**config.mk**
```make
export PLATFORM = sky130hd
export DESIGN_NAME = updown_count_sequencer
export DESIGN_NICKNAME = d
export VERILOG_FILES = /design/src/rtl/updown_count_sequencer.sv
export SDC_FILE = /design/constraint.sdc
export NUM_CORES = 1
export LEC_CHECK = 0
export ABC_CLOCK_PERIOD_IN_PS = 2600
export CORE_ASPECT_RATIO = 1.2
export CORE_MARGIN = 10
export CORE_UTILIZATION = 50
export CTS_CLUSTER_SIZE = 12
export DETAILED_ROUTE_END_ITERATION = 6
export GPL_ROUTABILITY_DRIVEN = 0
export PLACE_DENSITY_LB_ADDON = 0.3
export SLEW_MARGIN = 20
export SYNTH_ARGS = -nofsm -noshare
export SYNTH_HDL_FRONTEND = slang
export SYNTH_SLANG_ARGS = --single-unit
```
**constraint.sdc**
```tcl
create_clock -name clk -period 2.6 [get_ports clk]
set_input_delay 0.52 -clock clk [delete_from_list [all_inputs] [get_ports clk]]
set_output_delay 0.52 -clock clk [all_outputs]
set_load 0.1 [all_outputs]
```
**src/rtl/updown_count_sequencer.sv**
```systemverilog
// ---------------------------------------------------------------------------
// updown_count_sequencer
//
// Takes a count job (start, target, step period) over a valid/ready handshake
// and steps an up/down counter from start to target. Step rate comes from an
// internal prescaler that produces a single-cycle tick enable, so everything
// stays on clk.
//
// Optional build macro:
//   UDSEQ_MODULO_EN  - direction takes the shorter modular path and the count
//                      may wrap through 2^WIDTH-1 / 0. Undefined: direction is
//                      a plain unsigned compare and the count never wraps.
//
// Parameters:
//   WIDTH  counter width in bits
//   DIV_W  prescaler reload width in bits
//
// Ports:
//   clk        clock, rising edge
//   rst        asynchronous active-high reset
//   cmd_valid  job request
//   cmd_ready  high only in IDLE
//   cmd_start  initial count (sampled on accept)
//   cmd_target final count (sampled on accept)
//   cmd_div    step period minus one (sampled on accept)
//   abort      synchronous job cancel, honoured only in RUN
//   count      current counter value (registered)
//   dir        1 = up, 0 = down (registered, valid from accept to next accept)
//   busy       high in RUN (registered)
//   tick       high in the cycle before each count step edge
//   done       one-cycle pulse in DONE (registered)
//   aborted    high with done when the job ended by abort
//
// state | meaning
// IDLE  | waiting for a job, cmd_ready high, count holds
// RUN   | prescaler running, count steps on each tick
// DONE  | one-cycle done pulse, then back to IDLE
// ---------------------------------------------------------------------------
module updown_count_sequencer #(
    parameter int WIDTH = 4,
    parameter int DIV_W = 4
) (
    input  logic             clk,
    input  logic             rst,
    input  logic             cmd_valid,
    output logic             cmd_ready,
    input  logic [WIDTH-1:0] cmd_start,
    input  logic [WIDTH-1:0] cmd_target,
    input  logic [DIV_W-1:0] cmd_div,
    input  logic             abort,
    output logic [WIDTH-1:0] count,
    output logic             dir,
    output logic             busy,
    output logic             tick,
    output logic             done,
    output logic             aborted
);

    typedef enum logic [1:0] {
        ST_IDLE = 2'd0,
        ST_RUN  = 2'd1,
        ST_DONE = 2'd2
    } state_t;

    localparam logic [WIDTH-1:0] CNT_ONE   = {{(WIDTH-1){1'b0}}, 1'b1};
    localparam logic [DIV_W-1:0] PRESC_ONE = {{(DIV_W-1){1'b0}}, 1'b1};

    state_t           state_q,   state_d;
    logic [WIDTH-1:0] count_q,   count_d;
    logic [WIDTH-1:0] target_q,  target_d;
    logic [DIV_W-1:0] div_q,     div_d;
    logic [DIV_W-1:0] presc_q,   presc_d;
    logic             dir_q,     dir_d;
    logic             busy_q,    busy_d;
    logic             done_q,    done_d;
    logic             aborted_q, aborted_d;

    logic             dir_new;
    logic             step_now;
    logic [WIDTH-1:0] count_step;

`ifdef UDSEQ_MODULO_EN
    logic [WIDTH-1:0] up_steps;
    logic [WIDTH-1:0] down_steps;

    // Both distances are taken modulo 2^WIDTH by the natural wrap of the
    // subtraction; a tie goes up.
    always_comb begin
        up_steps   = cmd_target - cmd_start;
        down_steps = cmd_start - cmd_target;
        dir_new    = (up_steps <= down_steps);
    end
`else
    always_comb begin
        dir_new = (cmd_target > cmd_start);
    end
`endif

    assign step_now   = (state_q == ST_RUN) && (presc_q == div_q);
    assign count_step = dir_q ? (count_q + CNT_ONE) : (count_q - CNT_ONE);

    always_comb begin
        state_d   = state_q;
        count_d   = count_q;
        target_d  = target_q;
        div_d     = div_q;
        presc_d   = presc_q;
        dir_d     = dir_q;
        busy_d    = busy_q;
        done_d    = 1'b0;
        aborted_d = 1'b0;

        case (state_q)
            ST_IDLE: begin
                if (cmd_valid) begin
                    target_d = cmd_target;
                    div_d    = cmd_div;
                    count_d  = cmd_start;
                    dir_d    = dir_new;
                    presc_d  = '0;
                    if (cmd_start != cmd_target) begin
                        state_d = ST_RUN;
                        busy_d  = 1'b1;
                    end else begin
                        state_d = ST_DONE;
                        busy_d  = 1'b0;
                        done_d  = 1'b1;
                    end
                end
            end

            ST_RUN: begin
                // Abort wins over a coincident tick: no step is taken.
                if (abort) begin
                    state_d   = ST_DONE;
                    busy_d    = 1'b0;
                    done_d    = 1'b1;
                    aborted_d = 1'b1;
                    presc_d   = '0;
                end else if (step_now) begin
                    presc_d = '0;
                    count_d = count_step;
                    if (count_step == target_q) begin
                        state_d = ST_DONE;
                        busy_d  = 1'b0;
                        done_d  = 1'b1;
                    end
                end else begin
                    presc_d = presc_q + PRESC_ONE;
                end
            end

            ST_DONE: begin
                state_d = ST_IDLE;
                busy_d  = 1'b0;
            end

            default: begin
                state_d = ST_IDLE;
                busy_d  = 1'b0;
                presc_d = '0;
            end
        endcase
    end

    always_ff @(posedge clk or posedge rst) begin
        if (rst) begin
            state_q   <= ST_IDLE;
            count_q   <= '0;
            target_q  <= '0;
            div_q     <= '0;
            presc_q   <= '0;
            dir_q     <= 1'b0;
            busy_q    <= 1'b0;
            done_q    <= 1'b0;
            aborted_q <= 1'b0;
        end else begin
            state_q   <= state_d;
            count_q   <= count_d;
            target_q  <= target_d;
            div_q     <= div_d;
            presc_q   <= presc_d;
            dir_q     <= dir_d;
            busy_q    <= busy_d;
            done_q    <= done_d;
            aborted_q <= aborted_d;
        end
    end

    assign cmd_ready = (state_q == ST_IDLE);
    assign tick      = step_now;
    assign count     = count_q;
    assign dir       = dir_q;
    assign busy      = busy_q;
    assign done      = done_q;
    assign aborted   = aborted_q;

endmodule

```
* After elaboration in Yosys (flattened, before gate mapping)
Cells that the tools add are included.
Word-level totals: bits in registers 22, input port bits 16, output and inout bits 10, word-level logic and storage cells 60
Cells by class: add/sub/neg operators 3, order comparisons 1, equality and inequality tests 10, multiplexer cells 29, bitwise gates (word level) 1, reductions and logical operators 7
Operator list (number):
- two-way mux 4 bit | 7
- two-way mux 1 bit | 12
- case mux 4 bit (3 select lines) | 1
- two-way mux 2 bit | 5
- adder 4 x 1 -> 4 bit, second input constant | 2
- equality test 4 bit | 2
- case mux 4 bit (2 select lines) | 1
- inequality test 2 bit, second input constant | 3
- > comparator 4 bit | 1
- inequality test 4 bit | 1
- case mux 1 bit (2 select lines) | 2
- case mux 2 bit (2 select lines) | 1
- AND reduction 2 bit | 2
- AND reduction 4 bit | 1
- subtractor 4 x 1 -> 4 bit, second input constant | 1
- inequality test 3 x 2 -> 1 bit, second input constant | 1
- inequality test 3 bit, second input constant | 1
- AND reduction 3 bit | 1
- equality test 2 x 1 -> 1 bit, second input constant | 1
- equality test 2 bit, second input constant | 1
- logical NOT 2 bit | 1
- nonzero test 2 bit | 1
- logical AND 1 bit | 1
- inverter 1 bit | 1

* Depth between registers and ports, before layout
Gate-level depths: netlist of the first run.
word-level depth 7, gate-level depth with buffers 7, gate-level depth less buffers 7

* Worst setup path after synthesis of the first run
No wires, ideal clock.
path type register to register, start point reg state_q[0], end point reg div_q[0], setup time 0.125 ns, data arrival time 2.537 ns, data required time 2.475 ns, setup slack -0.062 ns, stages on the path, launching flop included 5, path buffers 1, period minus slack after synthesis 2.662 ns, cell sequence dfrtp_1 nor2_1 and2_1 buf_2 mux2_2
Between the ends: word-level cells in the longest chain between the ends 2
Ends and longest elaborated chain:
- start: declaration | line 68 | state_t state_q, state_d;
- start signal: assignment | line 178 | state_q <= state_d;
- logical NOT 2 bit
- named net cmd_ready | line 46 | output logic cmd_ready,
- AND reduction 2 bit (no source line)
- end signal: assignment | line 181 | div_q <= div_d;
- end: declaration | line 71 | logic [DIV_W-1:0] div_q, div_d;
The timed path passes the listed nets, and every way through them passes these cells. A chain may end at the register's enable or synchronous reset.

* Worst setup path after layout of the first run
start point reg presc_q[0], end point out tick
Between the ends: word-level cells in the longest chain between the ends 2
Ends and longest elaborated chain:
- start: declaration | line 72 | logic [DIV_W-1:0] presc_q, presc_d;
- start signal: assignment | line 182 | presc_q <= presc_d;
- equality test 4 bit | line 99 | assign step_now = (state_q == ST_RUN) && (presc_q == div_q);
- logical AND 1 bit | line 99
- end: declaration | line 54 | output logic tick,
Every way passes these cells.

==> results.cfg, run 1 <==
[critical_path]
path_buf_inv = 1
criticalPathCategory = reg2out
arrival_ns = 1.62
worstPathMaxFanout = 5
rr_startpoint = dir$_DFFE_PP0P_
rr_worst_depth = 7
cp-end-kind = output pin
reg2reg_to = busy$_DFFE_PP0P_
crit_slowest_cell = dfrtp_1
worstSetupStartpoint = presc_q[0]$_DFFE_PP0P_
cp-endpoint = tick
path_cells = xnor2_1, nand4_1, nor2_1, buf_12
crit_path_start_kind = register
max_stage_delay_ns = 0.46
reg2reg_setup_slack_ns = 0.59
crit_required_ns = 2.08
crit_family = flip-flops
worstSetupPathDepth = 4

[sta]
slew_viol_final = 0
hold_viol_final = 0
rsz0062_at_grt = no
final.period_utilization_pct = 82.1
slew_headroom_pct = 70.6
setup_viol = 0
period_needed_ns = 2.14
fin_tns_setup_ns = 0
fmax_ghz = 0.468
tightestPinTransition_ns = 0.441
finalClockSkew_ns = 0.00592

[floorplan]
fp-row-count = 19
die_h_um = 74.6
fp.dieArea_um2 = 4890
boundaryPins = 26
core_region_area_um2 = 2330
die_width_um = 65.5
initial_core_util_pct = 53.4

[logic_synthesis]
synthTopCellsByArea = dfrtp_1 (44%), mux2_2 (7.2%), ha_1 (7.0%)
synth_most_common_cell = dfrtp_1
ys_warn_count = 0
yosys.area.top_type = dfrtp_1
synth_flop_cell = dfrtp_1
synth.avg_cell_area_um2 = 10.6
syn_inst = 117
synth_area_um2 = 1240
syn_nets = 141
synth_common_cells = dfrtp_1 (22), inv_1 (10), mux2_2 (8)
synth_edf_count = 0
synth_seq_cells = 22
async_flop_share_pct = 100
yosys.area.top_type_share_pct = 44.3
yosysSeqAreaShare_pct = 44.3
synth_cell_types = 35

[placement]
post_dp_cell_area_um2 = 1530
hpwlAfterDp_mm = 2.16
port_buffers = 25

[global_route]
grt_pass1_vias = 1051
grt_pass1_wl_mm = 4.69
globalRoute.totalOverflow = 0
grt_start_max_net_pins = 23
antenna_found_initial = 0
grt.total_usage_pct = 12.1

[flow_run]
drv_cap = 0

[cts]
cts_sinks = 22
cts_resized = 0
insertion_delay_ns = 0.31
htreeDepth = 1
cts_buffers = 3
cts_hold_buffers = 0
path_clk_slew_ns = 0.13
cts_tree = done
clock_path_buffers = 2
cts_root_buf = clkbuf_4
cts_setup_buffers = 0

[drt]
drt_iter0_markers = 50
drt.antenna.violating_nets = 0
via_count = 961
via_per_inst = 5.43
wl_per_cell_um = 15.5
remaining_drc_errors = 0
drtPass1Iterations = 4
drt_wl_total_mm = 2.74

[finish]
n_fill_cell = 194
layout.nets = 171
syn_to_final_growth_pct = 27.2
final_cell_area_um2 = 1580
regArea_um2 = 551
multi_input_area_um2 = 649
drive_gt1_share_pct = 19.2
diodes = 0

[status]
outcome = finished clean

[min_path]
min_path_type = in2async
## layout by cell type, fill, tap and decap left out, drive strengths merged
cell,count
nand4,1
a32o,1
and2,1
ha,7
clkdlybuf4s50,15
fa,1
o21bai,1
nand3,2
xor2,4
o21ai,6
mux2,8
dfrtp,22
nand2b,4
nor3,1
and3,1
nand3b,1
nand2,7
a31oi,1
xnor3,1
nor2,7
xnor2,7
bufinv,1
clkbuf,3
buf,12
o22ai,1
a22o,2
o31a,2
a21oi,7
a21o,2
inv,10
o211ai,1
o31ai,1
o22a,1
and4,2
nor2b,1
nor4b,1
## kinds of logic (layout without fill, tap and decap cells)
logic type	after synthesis	count (layout)	share of synthesized area (%)
fa+ha+maj	8	8	8.65
flops	22	22	44.3
xor+xnor	12	12	9.56
buf+inv	12	41	3.72
simple gates	29	29	12.6
compound gates	26	26	14.0
mux	8	8	7.24
## worst min-delay path, delay by kind of cell
| family | cells | cell delay (ns) |
|---|---|---|
| buffers and inverters | 3 | 0.73 |
## metrics by stage
stage          util [%]  worst slack, ns  hold slack [ns]  cells
6_report           67.9            0.465            0.520    177
3_3_place_gp       65.6            0.527            0.513    173
2_1_floorplan         -           0.0200            0.501    117
5_1_grt            67.9            0.375            0.530    177
4_1_cts            67.9            0.458            0.522    177
3_5_place_dp       65.6            0.524            0.523    173
## layer usage
layer / vias up / GRT usage (%) / share of wire (%) / wire length, µm
met3: 7 / 4.15 / 6.6 / 180
met4: 0 / 5.95 / 1.8 / 48
met2: 26 / 21.3 / 53 / 1450
met5: - / 0 / 0 / 0
li1: 468 / - / - / -
met1: 460 / 12.8 / 39 / 1060
## worst min path at each step
stage                             from                       to  depth (start not counted)
2_1_floorplan  target_q[0]$_DFFE_PP0P_  target_q[0]$_DFFE_PP0P_                          1
3_3_place_gp   target_q[0]$_DFFE_PP0P_  target_q[0]$_DFFE_PP0P_                          1
3_5_place_dp      div_q[3]$_DFFE_PP0P_     div_q[3]$_DFFE_PP0P_                          1
4_1_cts                            rst  target_q[2]$_DFFE_PP0P_                          3
5_1_grt                            rst   presc_q[3]$_DFFE_PP0P_                          3
6_report                           rst     count[0]$_DFFE_PP0P_                          3
## registers in the layout (all words and copies together), names as in the netlist
register / count
dir: 1
busy: 1
done: 1
target_q: 4
div_q: 4
state_q: 2
count: 4
presc_q: 4
aborted: 1
## layout make-up
type / count / share of cell area, %
multi-input cells: 83 / 41.1
flip-flops and latches: 22 / 34.8
repair buffers: 27 / 16.0
well taps: 31 / 2.45
inverters: 10 / 2.37
clock inverters: 1 / 1.90
clock buffers: 3 / 1.42
Power of run 1 is left out: the tool's default activity adds up to more than one toggle a clock period on the data nets, which glitch-free logic cannot reach.
==> run 2, diff against run 1 <==
--- a/config.mk
+++ b/config.mk
@@ -5,7 +5,7 @@
 export SDC_FILE = /design/constraint.sdc
 export NUM_CORES = 1
 export LEC_CHECK = 0
-export ABC_CLOCK_PERIOD_IN_PS = 2600
+export ABC_CLOCK_PERIOD_IN_PS = 2200
 export CORE_ASPECT_RATIO = 1.2
 export CORE_MARGIN = 10
 export CORE_UTILIZATION = 50
==> constraint.sdc (replaced) <==
create_clock -name clk -period 2.2 [get_ports clk]
set_input_delay 0.44 -clock clk [delete_from_list [all_inputs] [get_ports clk]]
set_output_delay 0.44 -clock clk [all_outputs]
set_load 0.1 [all_outputs]
==> results.cfg, run 2 (synthesized netlist as in run 1, its figures left out) <==
[floorplan]
initial_core_util_pct = 53.4
fp.dieArea_um2 = 4890
die_h_um = 74.6
fp-row-count = 19
die_width_um = 65.5
boundaryPins = 26
core_region_area_um2 = 2330

[drt]
drt.antenna.violating_nets = 0
wl_per_cell_um = 15.7
remaining_drc_errors = 0
drt_iter0_markers = 39
via_per_inst = 5.42
drtPass1Iterations = 4
via_count = 970
drt_wl_total_mm = 2.81

[sta]
setup_viol = 0
finalClockSkew_ns = 0.00614
slew_viol_final = 0
hold_viol_final = 0
final.period_utilization_pct = 91.7
fin_tns_setup_ns = 0
period_needed_ns = 2.02
tightestPinTransition_ns = 0.385
slew_headroom_pct = 74.3
rsz0062_at_grt = no
fmax_ghz = 0.496

[cts]
cts_root_buf = clkbuf_4
cts_setup_buffers = 0
cts_sinks = 22
path_clk_slew_ns = 0.12
cts_buffers = 3
insertion_delay_ns = 0.30
htreeDepth = 1
clock_path_buffers = 2
cts_hold_buffers = 0
cts_tree = done

[critical_path]
criticalPathCategory = reg2reg
reg2reg_to = busy$_DFFE_PP0P_
crit_required_ns = 2.38
worstPathMaxFanout = 4
reg2reg_setup_slack_ns = 0.18
worstSetupStartpoint = dir$_DFFE_PP0P_
rr_startpoint = dir$_DFFE_PP0P_
rr_worst_depth = 7
crit_path_start_kind = register
cp-endpoint = busy$_DFFE_PP0P_
arrival_ns = 2.20
cp-end-kind = register

[finish]
diodes = 0
n_fill_cell = 203
drive_gt1_share_pct = 24.3
layout.nets = 173
regArea_um2 = 558
final_common_cell = dfrtp_1
final-instance-count-excl-fill = 179
syn_to_final_growth_pct = 28.4
layout_common_cells = dfrtp_1 (18), clkdlybuf4s50_1 (15), buf_4 (13)
multi_input_area_um2 = 658

[global_route]
grt_start_max_net_pins = 23
grt_pass1_wl_mm = 4.77
grt.total_usage_pct = 12.1
globalRoute.totalOverflow = 0
antenna_found_initial = 0
grt_pass1_vias = 1107

[placement]
dp.cells = 175
hpwlAfterDp_mm = 2.23
port_buffers = 25

[flow_run]
drv_cap = 0

[min_path]
min_path_type = in2async

[status]
outcome = finished clean
run 2: changes by cell type in the layout (fill, tap and decap cells not counted):
| cell | delta |
|---|---|
| bufinv_16 | -1 |
| dfrtp_2 | +3 |
| nor2_1 | -1 |
| nor3_4 | +1 |
| nor3_2 | -1 |
| dfrtp_4 | +1 |
| buf_4 | +2 |
| nor2_2 | +1 |
| inv_1 | -1 |
| dfrtp_1 | -4 |
| inv_2 | +1 |
| clkbuf_8 | +1 |
run 2: metal layers:
metal | up-vias | track usage (%) | routed length (µm)
li1 | 468 | - | -
met1 | 481 | 12.5 | 1120
met2 | 17 | 23.1 | 1540
met3 | 4 | 3.26 | 123
met4 | 0 | 3.81 | 26
met5 | - | 0 | 0
run 2: final cells by class:
class,count,share of cell area [%]
Tap cell,31,2.43
Multi-Input combinational cell,83,41.2
Inverter,10,2.35
Clock buffer,4,2.27
Sequential cell,22,35.0
Timing Repair Buffer,29,16.8
run 2: what timing repair did:
item,in CTS,in global routing
setup endpoints to repair,0,4
endpoints found under the hold margin,0,0
resized for setup,0,2
run 2: stage by stage:
stage / hold WS [ns] / util (%) / worst slack, ns / cell area [µm²]
2_1_floorplan: 0.429 / - / 0.0523 / 1260
3_3_place_gp: 0.513 / 66.7 / 0.114 / 1550
3_5_place_dp: 0.526 / 66.7 / 0.0726 / 1550
4_1_cts: 0.454 / 68.3 / 0.0399 / 1590
5_1_grt: 0.506 / 68.5 / 0.0540 / 1600
6_report: 0.457 / 68.5 / 0.183 / 1600
run 2: worst min-delay path by stage:
stage	from	end	slack [ns]
final	rst	div_q[0]$_DFFE_PP0P_	0.46
after global routing	rst	count[3]$_DFFE_PP0P_	0.51
after CTS	rst	div_q[0]$_DFFE_PP0P_	0.45
after detailed placement	div_q[2]$_DFFE_PP0P_	div_q[2]$_DFFE_PP0P_	0.53
after global placement	div_q[3]$_DFFE_PP0P_	div_q[3]$_DFFE_PP0P_	0.51
after floorplan	rst	aborted$_DFF_PP0_	0.43
run 2: critical path: stages, from the launching register on:
cell and delay (ns):
dfrtp_4 0.52, inv_2 0.10, ha_1 0.23, a21o_1 0.19
a21oi_2 0.19, xnor3_1 0.28, nor3_4 0.26, o211ai_1 0.13
Power of run 2 is left out for the same reason.
==> run 3, diff against run 2 <==
--- a/config.mk
+++ b/config.mk
@@ -7,7 +7,7 @@
 export LEC_CHECK = 0
 export ABC_CLOCK_PERIOD_IN_PS = 2200
 export CORE_ASPECT_RATIO = 1.2
-export CORE_MARGIN = 10
+export CORE_MARGIN = 2
 export CORE_UTILIZATION = 50
 export CTS_CLUSTER_SIZE = 12
 export DETAILED_ROUTE_END_ITERATION = 6
@@ -17,3 +17,4 @@
 export SYNTH_ARGS = -nofsm -noshare
 export SYNTH_HDL_FRONTEND = slang
 export SYNTH_SLANG_ARGS = --single-unit
+export TNS_END_PERCENT = 20
==> results.cfg, run 3 (synthesized netlist as in run 1, its figures left out) <==
[finish]
layout.nets = 172
layout_common_cells = dfrtp_1 (22), clkdlybuf4s50_1 (15), buf_4 (12)
diodes = 0
syn_to_final_growth_pct = 27.8
final_common_cell = dfrtp_1
drive_gt1_share_pct = 19.7

[critical_path]
arrival_ns = 2.25
path_cells = inv_1, ha_1, a21o_1, a21oi_2, xnor3_1, nor3_2, o211ai_1
rr_startpoint = dir$_DFFE_PP0P_
crit_slowest_cell = dfrtp_1
path_buf_inv = 1
cp-end-kind = register
reg2reg_setup_slack_ns = 0.16
crit_required_ns = 2.41
criticalPathCategory = reg2reg
rr_worst_depth = 7
max_stage_delay_ns = 0.44
worstPathMaxFanout = 4
crit_path_start_kind = register
reg2reg_to = busy$_DFFE_PP0P_
crit_family = compound AO/OA/AOI/OAI gates

[cts]
cts_resized = 0
cts_sinks = 22
path_clk_slew_ns = 0.13
cts_tree = done
htreeDepth = 1
insertion_delay_ns = 0.32
cts_setup_buffers = 0
clock_path_buffers = 2
cts_buffers = 3
cts_root_buf = clkbuf_4
cts_hold_buffers = 0

[floorplan]
boundaryPins = 26
fp-row-count = 19
core_region_area_um2 = 2330
die_width_um = 49.5
die_h_um = 58.6
fp.dieArea_um2 = 2900
initial_core_util_pct = 53.4

[drt]
remaining_drc_errors = 0
drt_wl_total_mm = 2.62
via_per_inst = 5.52
drt.antenna.violating_nets = 0
wl_per_cell_um = 14.7
drtPass1Iterations = 4
drt_iter0_markers = 18
via_count = 982

[sta]
fmax_ghz = 0.489
setup_viol = 0
slew_viol_final = 0
tightestPinTransition_ns = 0.429
rsz0062_at_grt = no
finalClockSkew_ns = 0.00321
final.period_utilization_pct = 92.9
hold_viol_final = 0
hold-worst-slack_ns = 0.434
slew_headroom_pct = 71.4
period_needed_ns = 2.04

[global_route]
grt.total_usage_pct = 20.2
globalRoute.totalOverflow = 0
grt_pass1_wl_mm = 4.40
grt_start_max_net_pins = 23
grt_pass1_vias = 1002
antenna_found_initial = 0

[min_path]
min_path_type = in2async

[flow_run]
drv_cap = 0

[placement]
port_buffers = 25
hpwlAfterDp_mm = 2.02

[status]
outcome = finished clean
-- run 3: worst max path at each step --
stage | depth (start not counted) | from | end
2_1_floorplan | 7 | dir$_DFFE_PP0P_ | busy$_DFFE_PP0P_
3_3_place_gp | 8 | cmd_start[1] | dir$_DFFE_PP0P_
3_5_place_dp | 7 | dir$_DFFE_PP0P_ | busy$_DFFE_PP0P_
4_1_cts | 7 | dir$_DFFE_PP0P_ | busy$_DFFE_PP0P_
5_1_grt | 4 | presc_q[0]$_DFFE_PP0P_ | tick
6_report | 7 | dir$_DFFE_PP0P_ | busy$_DFFE_PP0P_
-- run 3: area by class of cell --
cell class / count / area, µm²
clock buffer: 3 / 22.5
clock inverter: 1 / 30.0
fill: 179 / 741
inverter: 10 / 37.5
multi-input combinational: 83 / 649
sequential: 22 / 551
tap: 31 / 38.8
timing repair buffer: 28 / 260
-- run 3: layer usage --
metal	global-route usage [%]	share of wire [%]
met5	0	0
met3	2.54	3.0
met2	37.0	52
met1	22.6	43
met4	11.5	2.1
-- run 3: tightest hold or removal path, cell delays in order --
cell and delay [ns]:
clkdlybuf4s50_1 0.39, inv_1 0.05, buf_4 0.28
-- run 3: stage by stage --
stage | utilization (%) | TNS [ns] | setup WS (ns) | instances | area (µm²)
final | 68.2 | 0 | 0.156 | 178 | 1590
after detailed placement | 66.0 | 0 | 0.151 | 174 | 1540
after global routing | 68.2 | 0 | 0.0692 | 178 | 1590
after floorplan | - | -1.89 | -0.380 | 117 | 1250
after CTS | 68.2 | 0 | 0.150 | 178 | 1590
after global placement | 66.0 | 0 | 0.227 | 174 | 1540
Power of run 3 is left out for the same reason.
==> variant (flow settings as in run 1) <==
Register the output `count` once more, cleared by the reset; this adds one clock of latency there. The other outputs are not delayed to match. Comments in the files are not updated.
--- a/src/rtl/updown_count_sequencer.sv
+++ b/src/rtl/updown_count_sequencer.sv
@@ -189,7 +189,13 @@
 
     assign cmd_ready = (state_q == ST_IDLE);
     assign tick      = step_now;
-    assign count     = count_q;
+    always_ff @(posedge clk or posedge rst) begin
+        if (rst) begin
+            count <= '0;
+        end else begin
+            count <= count_q;
+        end
+    end
     assign dir       = dir_q;
     assign busy      = busy_q;
     assign done      = done_q;
Function: changed (Yosys sat finds a counterexample within 4 cycles, from zero or initial values and one cycle with rst high).
==> variant against run 1 <==
  * Critical path depth unchanged
  * Area after synthesis increased by 7.7%
  * Sequential cell count increased by 4
  * Setup slack got worse by 0.19 ns
  * Synthesized cell count increased by 6.0%
  * Final area increased by 4.3%
  * Non-clock buffer count unchanged
  * Via count increased by 2.6%
  * Routed wire length increased by 4.3%
  * Critical path type unchanged
Power is not shown: default switching activity piles up to over one toggle a cycle in this logic, so the estimate is an artifact.
==> variant: results (changes against run 1) <==
Wirelength per Cell=15.4 µm (-0.17%); Iteration-0 DRC Markers=25 (-50%); post-synthesis sequential area ratio=0.486 (+0.0429); Post-CTS Resized=0 (unchanged); share of layout cells above drive strength 1=0.171 (-0.0207); worst hold-check path type=reg2reg; later-pin clock latency in the skew report=0.33 ns (+0.02 ns); CTS Root Cell=clkbuf_4; Worst-path clk slew=0.13 ns (about the same); Post-synth top cells=dfrtp_1 (26), nand2_1 (12), inv_1 (11); worst relative slew slack=0.713 (+0.00725); Pre-antenna DRT Iters=4 (unchanged); hold_sp=count_q[1]$_DFFE_PP0P_; IO Port Bufs=25 (unchanged); Max Clock Skew=0.00165 ns (-0.00426 ns); Worst R2R Start=dir$_DFFE_PP0P_; Setup Buffers After CTS=0 (unchanged); Critical path origin=presc_q[3]$_DFFE_PP0P_; vias in the first global route=1088 (+3.5%); Yosys warnings=0 (unchanged); clock tree buffer depth=2 (unchanged); EDFF count, synth=0 (unchanged); GRT Resource Usage Total=0.123 (+0.00138); initial antenna violation count=0 (unchanged); Unique masters post-synth=32 (-8.6%); largest net degree at the start of global routing=18 (-22%); Diodes inserted=0 (unchanged); Post-synth ARST share=1.00 (unchanged); largest cells by area after synthesis=dfrtp_1 (49%), ha_1 (6.5%), mux2_2 (5.9%); post-DP HPWL=2310 µm (+7.2%); Arr. time, crit path=1.80 ns (+0.18 ns); H-tree depth=1 (unchanged); Worst Path Max Fanout=4 (-1); outcome=finished clean; Fillers=221 (+14%); syn nets=148 (+5.0%); first-pass GRT wire length=5040 µm (+7.4%); vias=986 (+2.6%); CTS Buf Count=3 (unchanged); Final #Nets=178 (+4.1%)
## variant: final cells by class
type | instances | area (µm²) | area share
flip-flops and latches | 26 | 651 | 0.395
multi-input cells | 85 | 641 | 0.388
repair buffers | 27 | 253 | 0.153
inverters | 11 | 41.3 | 0.0250
well taps | 33 | 41.3 | 0.0250
clock buffers | 3 | 22.5 | 0.0137
## variant: through the flow
step	utilization	cell area, µm²	worst slack, ns	instances
2_1_floorplan	-	1340	0.108	124
3_3_place_gp	0.637	1630	0.529	182
3_5_place_dp	0.637	1630	0.532	182
4_1_cts	0.646	1650	0.265	185
5_1_grt	0.646	1650	0.199	185
6_report	0.646	1650	0.277	185
## variant: cells by family after synthesis
family,share of synthesized area
DFF,0.486
buffers and inverters,0.0383
muxes,0.0663
xor gates and xnor gates,0.0784
and+or+nand+nor,0.132
AOI/OAI and AO/OA,0.120
adders and majority gates,0.0803
## variant: path summary, 6_finish.rpt
check	endpoint	cells after the start	slack [ns]
max reg2reg	busy$_DFFE_PP0P_	7	0.65
min in group asynchronous	target_q[0]$_DFFE_PP0P_	2	0.45
max in group asynchronous	state_q[0]$_DFFE_PP0P_	3	1.58
min	count[1]$_DFF_PP0_	0	0.43
max	tick	4	0.28
min reg2reg	count[1]$_DFF_PP0_	0	0.43
## variant: critical path, stage by stage (launching register included)
cell and delay [ns]:
dfrtp_1 0.44, xor2_1 0.20, nor4_4 0.40, and2_1 0.25, buf_12 0.19
## variant: metal layers
metal | share of wire | up-vias | routed length, µm | global-route usage
met2 | 0.55 | 17 | 1580 | 0.223
met5 | 0 | - | 0 | 0
li1 | - | 482 | - | -
met4 | 0.018 | 0 | 51 | 0.0494
met1 | 0.38 | 482 | 1090 | 0.128
met3 | 0.047 | 5 | 133 | 0.0276
